[config.mk]
export PLATFORM = sky130hd
export DESIGN_NAME = inst_fetch_unit
export DESIGN_NICKNAME = d
export VERILOG_FILES = /design/src/rtl/inst_fetch_unit.sv
export SDC_FILE = /design/constraint.sdc
export NUM_CORES = 1
export LEC_CHECK = 0
export CORE_MARGIN = 8
export CORE_UTILIZATION = 54
export CTS_BUF_LIST = sky130_fd_sc_hd__clkbuf_2
export CTS_CLUSTER_DIAMETER = 200
export DETAILED_ROUTE_END_ITERATION = 10
export PLACE_DENSITY = 0.83
export SLEW_MARGIN = 20
export SYNTH_ARGS = -nofsm -noshare
export SYNTH_HDL_FRONTEND = slang
export SYNTH_SLANG_ARGS = --single-unit
export TNS_END_PERCENT = 100
[constraint.sdc]
create_clock -name clk -period 9.1 [get_ports clk]
set_clock_uncertainty 0.1 [all_clocks]
set_input_delay 2.275 -clock clk [delete_from_list [all_inputs] [get_ports clk]]
set_output_delay 2.275 -clock clk [all_outputs]
set_load 0.005 [all_outputs]
[src/rtl/inst_fetch_unit.sv]
// Instruction fetch unit: owns the PC, issues credit-limited word fetches and
// queues returned words for the decoder. Optional misaligned-redirect trap: FETCH_MISALIGN_TRAP_EN.
module inst_fetch_unit #(
    parameter logic [31:0] RESET_PC = 32'h0000_0000,
    parameter int          QDEPTH   = 2
) (
    input  logic        clk,
    input  logic        rst,
    output logic        imem_req_valid,
    input  logic        imem_req_ready,
    output logic [31:0] imem_req_addr,
    input  logic        imem_rsp_valid,
    input  logic [31:0] imem_rsp_data,
    input  logic        redirect_valid,
    input  logic [31:0] redirect_pc,
    output logic        inst_valid,
    input  logic        inst_ready,
    output logic [31:0] inst,
    output logic [31:0] inst_pc
`ifdef FETCH_MISALIGN_TRAP_EN
    ,
    output logic        fetch_misalign
`endif
);

    localparam int          CW  = $clog2(QDEPTH) + 1;
    localparam int          PW  = $clog2(QDEPTH);
    localparam logic [31:0] NOP = 32'h0000_0013;

    logic [31:0]   fetch_pc;
    logic [31:0]   rsp_pc;
    logic [CW-1:0] outstanding;
    logic [CW-1:0] drop_cnt;
    logic [CW-1:0] count;
    logic [PW-1:0] head;
    logic [PW-1:0] tail;
    logic          started;
    logic          trap;

    logic [31:0]   q_data [QDEPTH];
    logic [31:0]   q_pc   [QDEPTH];

    logic          credit_ok;
    logic          accept;
    logic          push;
    logic          pop;
    logic          queue_nonempty;
    logic [CW-1:0] outstanding_nxt;
    logic [31:0]   redirect_target;

    // Target address seen by the fetch counters on a redirect.
    // NOTE: every signal assigned in always_comb gets a default first so no latch can be inferred.
    always_comb begin
        redirect_target = redirect_pc;
`ifndef FETCH_MISALIGN_TRAP_EN
        redirect_target[1:0] = 2'b00;
`endif
    end

`ifndef FETCH_MISALIGN_TRAP_EN
    logic unused_redirect_lsbs;
    assign unused_redirect_lsbs = ^redirect_pc[1:0];
`endif

    assign queue_nonempty  = (count != '0);
    assign credit_ok       = ({1'b0, count} + {1'b0, outstanding}) < (CW+1)'(QDEPTH);

    assign imem_req_valid  = started && !rst && !trap && !redirect_valid && credit_ok;
    assign imem_req_addr   = fetch_pc;
    assign accept          = imem_req_valid && imem_req_ready;

    assign push            = imem_rsp_valid && (drop_cnt == '0);
    assign inst_valid      = queue_nonempty && !trap;
    assign pop             = inst_valid && inst_ready;

    assign inst            = queue_nonempty ? q_data[head] : NOP;
    assign inst_pc         = queue_nonempty ? q_pc[head]   : rsp_pc;

    assign outstanding_nxt = outstanding + CW'(accept) - CW'(imem_rsp_valid);

    // NOTE: sequential state uses non-blocking assignments only, so every flop samples pre-edge values.
    always_ff @(posedge clk) begin
        if (rst) begin
            started     <= 1'b0;
            fetch_pc    <= RESET_PC;
            rsp_pc      <= RESET_PC;
            outstanding <= '0;
            drop_cnt    <= '0;
            count       <= '0;
            head        <= '0;
            tail        <= '0;
        end else begin
            started     <= 1'b1;
            outstanding <= outstanding_nxt;
            if (redirect_valid) begin
                // Every request still in flight after this cycle belongs to the old path.
                fetch_pc <= redirect_target;
                rsp_pc   <= redirect_target;
                drop_cnt <= outstanding_nxt;
                count    <= '0;
                head     <= '0;
                tail     <= '0;
            end else begin
                if (accept) begin
                    fetch_pc <= fetch_pc + 32'd4;
                end
                if (imem_rsp_valid && (drop_cnt != '0)) begin
                    drop_cnt <= drop_cnt - CW'(1);
                end
                if (push) begin
                    rsp_pc <= rsp_pc + 32'd4;
                    tail   <= tail + PW'(1);
                end
                if (pop) begin
                    head <= head + PW'(1);
                end
                count <= count + CW'(push) - CW'(pop);
            end
        end
    end

    // NOTE: queue storage is not reset; entries are only ever read when count says they are valid.
    always_ff @(posedge clk) begin
        if (push && !redirect_valid) begin
            q_data[tail] <= imem_rsp_data;
            q_pc[tail]   <= rsp_pc;
        end
    end

`ifdef FETCH_MISALIGN_TRAP_EN
    always_ff @(posedge clk) begin
        if (rst) begin
            trap <= 1'b0;
        end else if (redirect_valid) begin
            trap <= (redirect_pc[1:0] != 2'b00);
        end
    end

    assign fetch_misalign = trap;
`else
    assign trap = 1'b0;
`endif

endmodule

==> results of run 1 <==
## cells in the mapped netlist, types with 7 or more instances
master	count	area, um2
sky130_fd_sc_hd__a211oi_1	9	67.6
sky130_fd_sc_hd__nand4_1	22	138
sky130_fd_sc_hd__and4_1	10	87.6
sky130_fd_sc_hd__nand3_1	31	155
sky130_fd_sc_hd__a31oi_1	16	100
sky130_fd_sc_hd__o21ai_0	47	235
sky130_fd_sc_hd__inv_1	10	37.5
sky130_fd_sc_hd__a21oi_1	25	125
sky130_fd_sc_hd__xnor2_1	23	201
sky130_fd_sc_hd__clkbuf_1	35	131
sky130_fd_sc_hd__dfxtp_1	70	1400
sky130_fd_sc_hd__xor2_1	20	175
sky130_fd_sc_hd__and2_1	12	75.1
sky130_fd_sc_hd__mux2i_1	63	631
sky130_fd_sc_hd__nand2_1	77	289
sky130_fd_sc_hd__o21a_1	8	60.1
sky130_fd_sc_hd__ha_1	7	87.6
sky130_fd_sc_hd__nor2_1	61	229
sky130_fd_sc_hd__a21boi_0	8	60.1
sky130_fd_sc_hd__nor3_1	14	70.1
sky130_fd_sc_hd__nor4_1	9	56.3
sky130_fd_sc_hd__edfxtp_1	124	3720
## routing by layer
metal,vias to the layer above,wire length (um)
li1,3127,-
met4,0,242
met3,21,1660
met2,248,9540
met5,-,0
met1,3111,9290
## worst min-delay path by stage
stage	endpoint	slack, ps	depth (start not counted)	start
2_1_floorplan	q_pc[0][8]	320	0	rsp_pc[8]
3_3_place_gp	imem_req_addr[15]	390	2	imem_req_addr[15]
3_5_place_dp	imem_req_addr[15]	380	2	imem_req_addr[15]
4_1_cts	imem_req_addr[15]	420	2	imem_req_addr[15]
5_1_grt	q_pc[1][29]	430	0	rsp_pc[29]
6_report	imem_req_addr[15]	420	2	imem_req_addr[15]
## stage by stage
stage               util (%)  setup slack, ps  std cells  hold slack [ps]
floorplan                  -             1050        772              324
CTS                     67.8             2620       1144              417
global route            67.8             2570       1144              434
detailed placement      66.2             2630       1112              385
finish                  67.8             2630       1144              420
global placement        66.2             2620       1112              389
## state kept, by name, summed over array words and instances (netlist names), named ones only
register and flops:
rsp_pc 30, drop_cnt 2, q_data 64, q_pc 60, head 1, imem_req_addr 30, tail 1, outstanding 2
count 2, started 1
## cell families (layout without fill, tap and decap cells)
group / after synthesis / count (layout) / share of synthesized area [%]
muxes: 63 / 63 / 7.25
buffers and inverters: 57 / 213 / 2.75
adders and majority gates: 8 / 8 / 1.24
xor gates and xnor gates: 43 / 43 / 4.33
DFF: 194 / 194 / 58.9
AOI/OAI and AO/OA: 135 / 135 / 9.54
other: 1 / 4 / 0.0431
and+or+nand+nor: 268 / 268 / 15.9
## power groups by stage
stage | logic, uW | registers (uW) | clock network (uW)
finish | 288 | 1030 | 434
global route | 316 | 1040 | 474
CTS | 291 | 1030 | 446
detailed placement | 290 | 1050 | 0
global placement | 283 | 1040 | 0
floorplan | 136 | 1040 | 0
## critical path: cells and delay by family
kind | cells | cell delay (ps)
and+or+nand+nor | 2 | 600
buffers and inverters | 3 | 1200
## area by class of cell
class	instances	area, um2
Timing Repair Buffer	168	1660
Multi-Input combinational cell	521	3360
Inverter	13	48.8
Fill cell	1208	5100
Clock buffer	17	85.1
Clock inverter	15	173
Tap cell	216	270
Sequential cell	194	5130
==> results_dict.tcl, run 1 <==
set metrics [dict create \
    grt_first_pass_wirelength_um 33000 \
    die_area_um2 20400 \
    intPower_uw 1270 \
    layout_common_cells "161 x sky130_fd_sc_hd__clkdlybuf4s50_1, 124 x sky130_fd_sc_hd__edfxtp_1, 77 x sky130_fd_sc_hd__nand2_1, 69 x sky130_fd_sc_hd__dfxtp_1, 63 x sky130_fd_sc_hd__mux2i_1" \
    initial_antenna_violation_count 0 \
    max_slew_violation_count 0 \
    hold_class "register to register" \
    first_iter_violations 383 \
    antenna_violating_nets_left 0 \
    layout-drive-gt1-share_pct 5.93 \
    worstSetupPathType "input port to primary output" \
    vdd_ir_drop_max_v 0.0000756 \
    power_per_cell_area_nw_per_um2 163 \
    post_dp_cell_area_um2 10500 \
    cp.required_ps 6730 \
    synth-async-reset-ratio_pct 0 \
    maxCapViolations 0 \
    post_cts_resized 0 \
    final_wirelength_um 20700 \
    postSynth.topFlopCell "sky130_fd_sc_hd__edfxtp_1" \
    leakage_uw 0.00344 \
    critical_path.cell_chain "clkdlybuf4s50_1 > buf_4 > or2_4 > nor4b_1 > clkdlybuf4s50_1" \
    floorplan.initialDensity_pct 54.9 \
    count_of_input_and_output_buffers 161 \
    worst_r2r_path_depth 7 \
    dr_total_vias 6507 \
    synthesis.yosys.warnings 0 \
    n_antenna_cell 0 \
    num_rows 46 \
    number_of_remaining_drc_errors 0 \
    clockPowerShare_pct 24.8 \
    final_cycle_share_pct 71.1 \
    cts.repair_timing.setup_buffer_count 0 \
    critPathLaunchType "input port" \
    final.setup.tns_ps 0 \
    gr-usage-met2_pct 32.5 \
    layout_commonest_cell "sky130_fd_sc_hd__clkdlybuf4s50_1" \
    setup-violations-final 0 \
    finish.instance_area_um2 10700 \
    gp_congestion 0.874 \
    route.detailed.vias_per_inst 5.69 \
    switching_power_uw 478 \
    source_to_sink_clock_delay_at_the_later_pin_of_the_worst_skew_pair_ps 750 \
    flop_and_latch_count_out_of_synthesis 194 \
    slew_of_the_pin_with_the_lowest_slew_margin_ps 1060 \
    delay_of_the_slowest_cell_on_the_worst_path_ps 560 \
    ctsHoldBuffers 0 \
    cts_made_buffers 17 \
    reg2reg_capture_point "imem_req_addr[24]" \
    die_w_um 143 \
    synth_cell_types 60 \
    grt_met1_use_pct 26.9 \
    ys_seq_area_share_pct 58.9 \
    critical_path.reg2reg.startpoint "count[0]" \
    power_frac_comb_pct 16.4 \
    tritoncts_num_sinks 194 \
    drt-wirelength-per-cell_um 18.1 \
    global_route.peak_usage_layer "met2" \
    h_tree_level_count 4 \
    rsz0062_at_grt "false" \
    detailedRoute.firstPassIterationCount 4 \
    sequentialPowerShare_pct 58.8 \
    synth_to_final_area_change_pct 23.4 \
    io-pin-count 168 \
    cp.arrival_ps 4100 \
    outcome "complete, no violations" \
    fmax_mhz 155 \
    critical_path.endpoint_type "primary output" \
    synthesis.area_um2 8700 \
    cts_buffer_depth 2 \
    tritoncts "yes" \
    grt_util_all_layers_pct 20.5 \
    critical_path_most_common_cell "sky130_fd_sc_hd__clkdlybuf4s50_1" \
    r2r_slack_ps 5910 \
    netSwitchingFraction_pct 27.3 \
    crit_slowest_cell "sky130_fd_sc_hd__clkdlybuf4s50_1" \
    cts_root_buffer "sky130_fd_sc_hd__clkbuf_2" \
    crit_start "redirect_valid" \
    fin_nets 993 \
    crit_end "imem_req_valid" \
    met3_track_usage_gr_pct 5.28 \
    slew_headroom_pct 29.0 \
    largest_net_degree_at_the_start_of_global_routing 91 \
    synthesized_netlist_cell_count 769 \
    design.core.area_um2 15800 \
    clk_transition_reported_paths_ps 290 \
    hold_viol 0 \
    grt_pass1_vias 6495 \
    vertical_extent_of_the_die_um 143 \
    timing.final.crit_period_ps 6470 \
    place_hpwl_um 14400 \
    syn_area_per_cell_um2 11.3 \
    finalPower_uw 1750 \
    globalRoute.totalOverflow 0 \
    number_of_enable_type_register_cells_in_the_synthesized_netlist 124 \
    critical_path_peak_fanout 37 \
]
No activity file was read; power rests on OpenSTA's default activity.
==> run 2, diff against run 1 <==
Clock period 9.1 ns to 6.1 ns, I/O delays scaled along.
==> results_dict.tcl, run 2 (synthesis gave the netlist of run 1 again) <==
set metrics [dict create \
    tritoncts "yes" \
    post_dp_cell_area_um2 10500 \
    cp.arrival_ps 3090 \
    cts_buffer_depth 2 \
    maxCapViolations 0 \
    critical_path.cell_chain "clkdlybuf4s50_1 > or2_4 > nor4b_1 > clkdlybuf4s50_1" \
    timing.final.crit_period_ps 4710 \
    power_per_cell_area_nw_per_um2 250 \
    critPathTopFamily "buffers and inverters" \
    finish.instance_area_um2 10800 \
    hold_viol 0 \
    layout-drive-gt1-share_pct 5.82 \
    setup_ws_ps 1390 \
    grt_pass1_vias 6153 \
    cts.repair_timing.setup_buffer_count 0 \
    globalRoute.totalOverflow 0 \
    die_area_um2 20400 \
    dr_total_vias 6484 \
    buffer_and_inverter_count_on_the_worst_path 2 \
    fmax_mhz 212 \
    layout_top_registers "q_data (64), q_pc (60)" \
    final_wirelength_um 20900 \
    outcome "complete, no violations" \
    finalPower_uw 2690 \
    largest_reg_flops 64 \
    gp_congestion 0.885 \
    floorplan.initialDensity_pct 54.9 \
    layout_common_cells "161 x sky130_fd_sc_hd__clkdlybuf4s50_1, 124 x sky130_fd_sc_hd__edfxtp_1, 77 x sky130_fd_sc_hd__nand2_1, 69 x sky130_fd_sc_hd__dfxtp_1, 63 x sky130_fd_sc_hd__mux2i_1" \
    leakage_uw 0.00347 \
    max_slew_violation_count 0 \
    grt_util_all_layers_pct 20.3 \
    final.setup.tns_ps 0 \
    first_iter_violations 495 \
    r2r_slack_ps 3050 \
    design.core.area_um2 15800 \
    n_antenna_cell 0 \
    largest_net_degree_at_the_start_of_global_routing 63 \
    synth_to_final_area_change_pct 24.0 \
    drt-wirelength-per-cell_um 18.3 \
    cts_made_buffers 17 \
    count_of_input_and_output_buffers 161 \
    route.detailed.vias_per_inst 5.67 \
    clk_transition_reported_paths_ps 250 \
    crit_slowest_cell "sky130_fd_sc_hd__clkdlybuf4s50_1" \
    detailedRoute.firstPassIterationCount 5 \
    grt_first_pass_wirelength_um 32500 \
    critical_path_peak_fanout 4 \
    vdd_ir_drop_max_v 0.000123 \
    worstSetupPathType "input port to primary output" \
    slew_of_the_pin_with_the_lowest_slew_margin_ps 1090 \
    hold_class "register to register" \
    postLayoutCoreUtil_pct 68.2 \
    vertical_extent_of_the_die_um 143 \
    delay_of_the_slowest_cell_on_the_worst_path_ps 560 \
    io-pin-count 168 \
    setup-violations-final 0 \
    post_cts_resized 0 \
    layout_commonest_cell "sky130_fd_sc_hd__clkdlybuf4s50_1" \
    critical_path_most_common_cell "sky130_fd_sc_hd__clkdlybuf4s50_1" \
    pre_cts_ws_ps 1370 \
    critPathLaunchType "input port" \
    ctsHoldBuffers 0 \
    cts_root_buffer "sky130_fd_sc_hd__clkbuf_2" \
    fin_nets 993 \
    rsz0062_at_grt "false" \
    slew_headroom_pct 27.4 \
    critical_path.endpoint_type "primary output" \
    regMostFlops "q_data" \
    initial_antenna_violation_count 0 \
    tritoncts_num_sinks 194 \
    antenna_violating_nets_left 0 \
    cp.required_ps 4470 \
    place_hpwl_um 14700 \
    final_cycle_share_pct 77.2 \
    num_rows 46 \
    h_tree_level_count 4 \
    die_w_um 143 \
    number_of_remaining_drc_errors 0 \
    source_to_sink_clock_delay_at_the_later_pin_of_the_worst_skew_pair_ps 720 \
]
## run 2: metal layers
| metal | track usage [%] | up-vias | wire (um) |
|---|---|---|---|
| li1 | - | 3126 | - |
| met1 | 26.7 | 3062 | 9120 |
| met2 | 32.7 | 273 | 9710 |
| met3 | 4.71 | 23 | 1780 |
| met4 | 6.26 | 0 | 264 |
| met5 | 0 | - | 0 |
## run 2: metrics by stage
step / instances / hold slack (ps)
CTS: 1144 / 432
floorplan: 772 / 324
global route: 1144 / 454
detailed placement: 1112 / 402
finish: 1144 / 432
global placement: 1112 / 399
## run 2: cell type report
type	instances	area, um2
multi-input combinational	521	3370
sequential	194	5130
clock buffer	18	90.1
fill	1207	5040
tap	216	270
inverter	13	48.8
timing repair buffer	168	1660
clock inverter	14	211
## run 2: final timing paths
kind                          start                 to  depth (start not counted)
setup / recovery     redirect_valid     imem_req_valid                          4
hold / removal    imem_req_addr[15]  imem_req_addr[15]                          2
setup reg to reg           count[0]  imem_req_addr[24]                          7
hold reg to reg   imem_req_addr[15]  imem_req_addr[15]                          2
## run 2: report_power, final
part / total (uW) / internal, uW / switching (uW) / leakage [uW]
clock network: 724 / 311 / 413 / 0.000172
registers: 1540 / 1480 / 67.1 / 0.00172
logic: 426 / 225 / 201 / 0.00158
total: 2690 / 2010 / 681 / 0.00347
## run 2: tightest hold or removal path: stages (launching register included)
cell	delay, ps
sky130_fd_sc_hd__dfxtp_1	400
sky130_fd_sc_hd__nand3_1	70
sky130_fd_sc_hd__a21oi_1	50
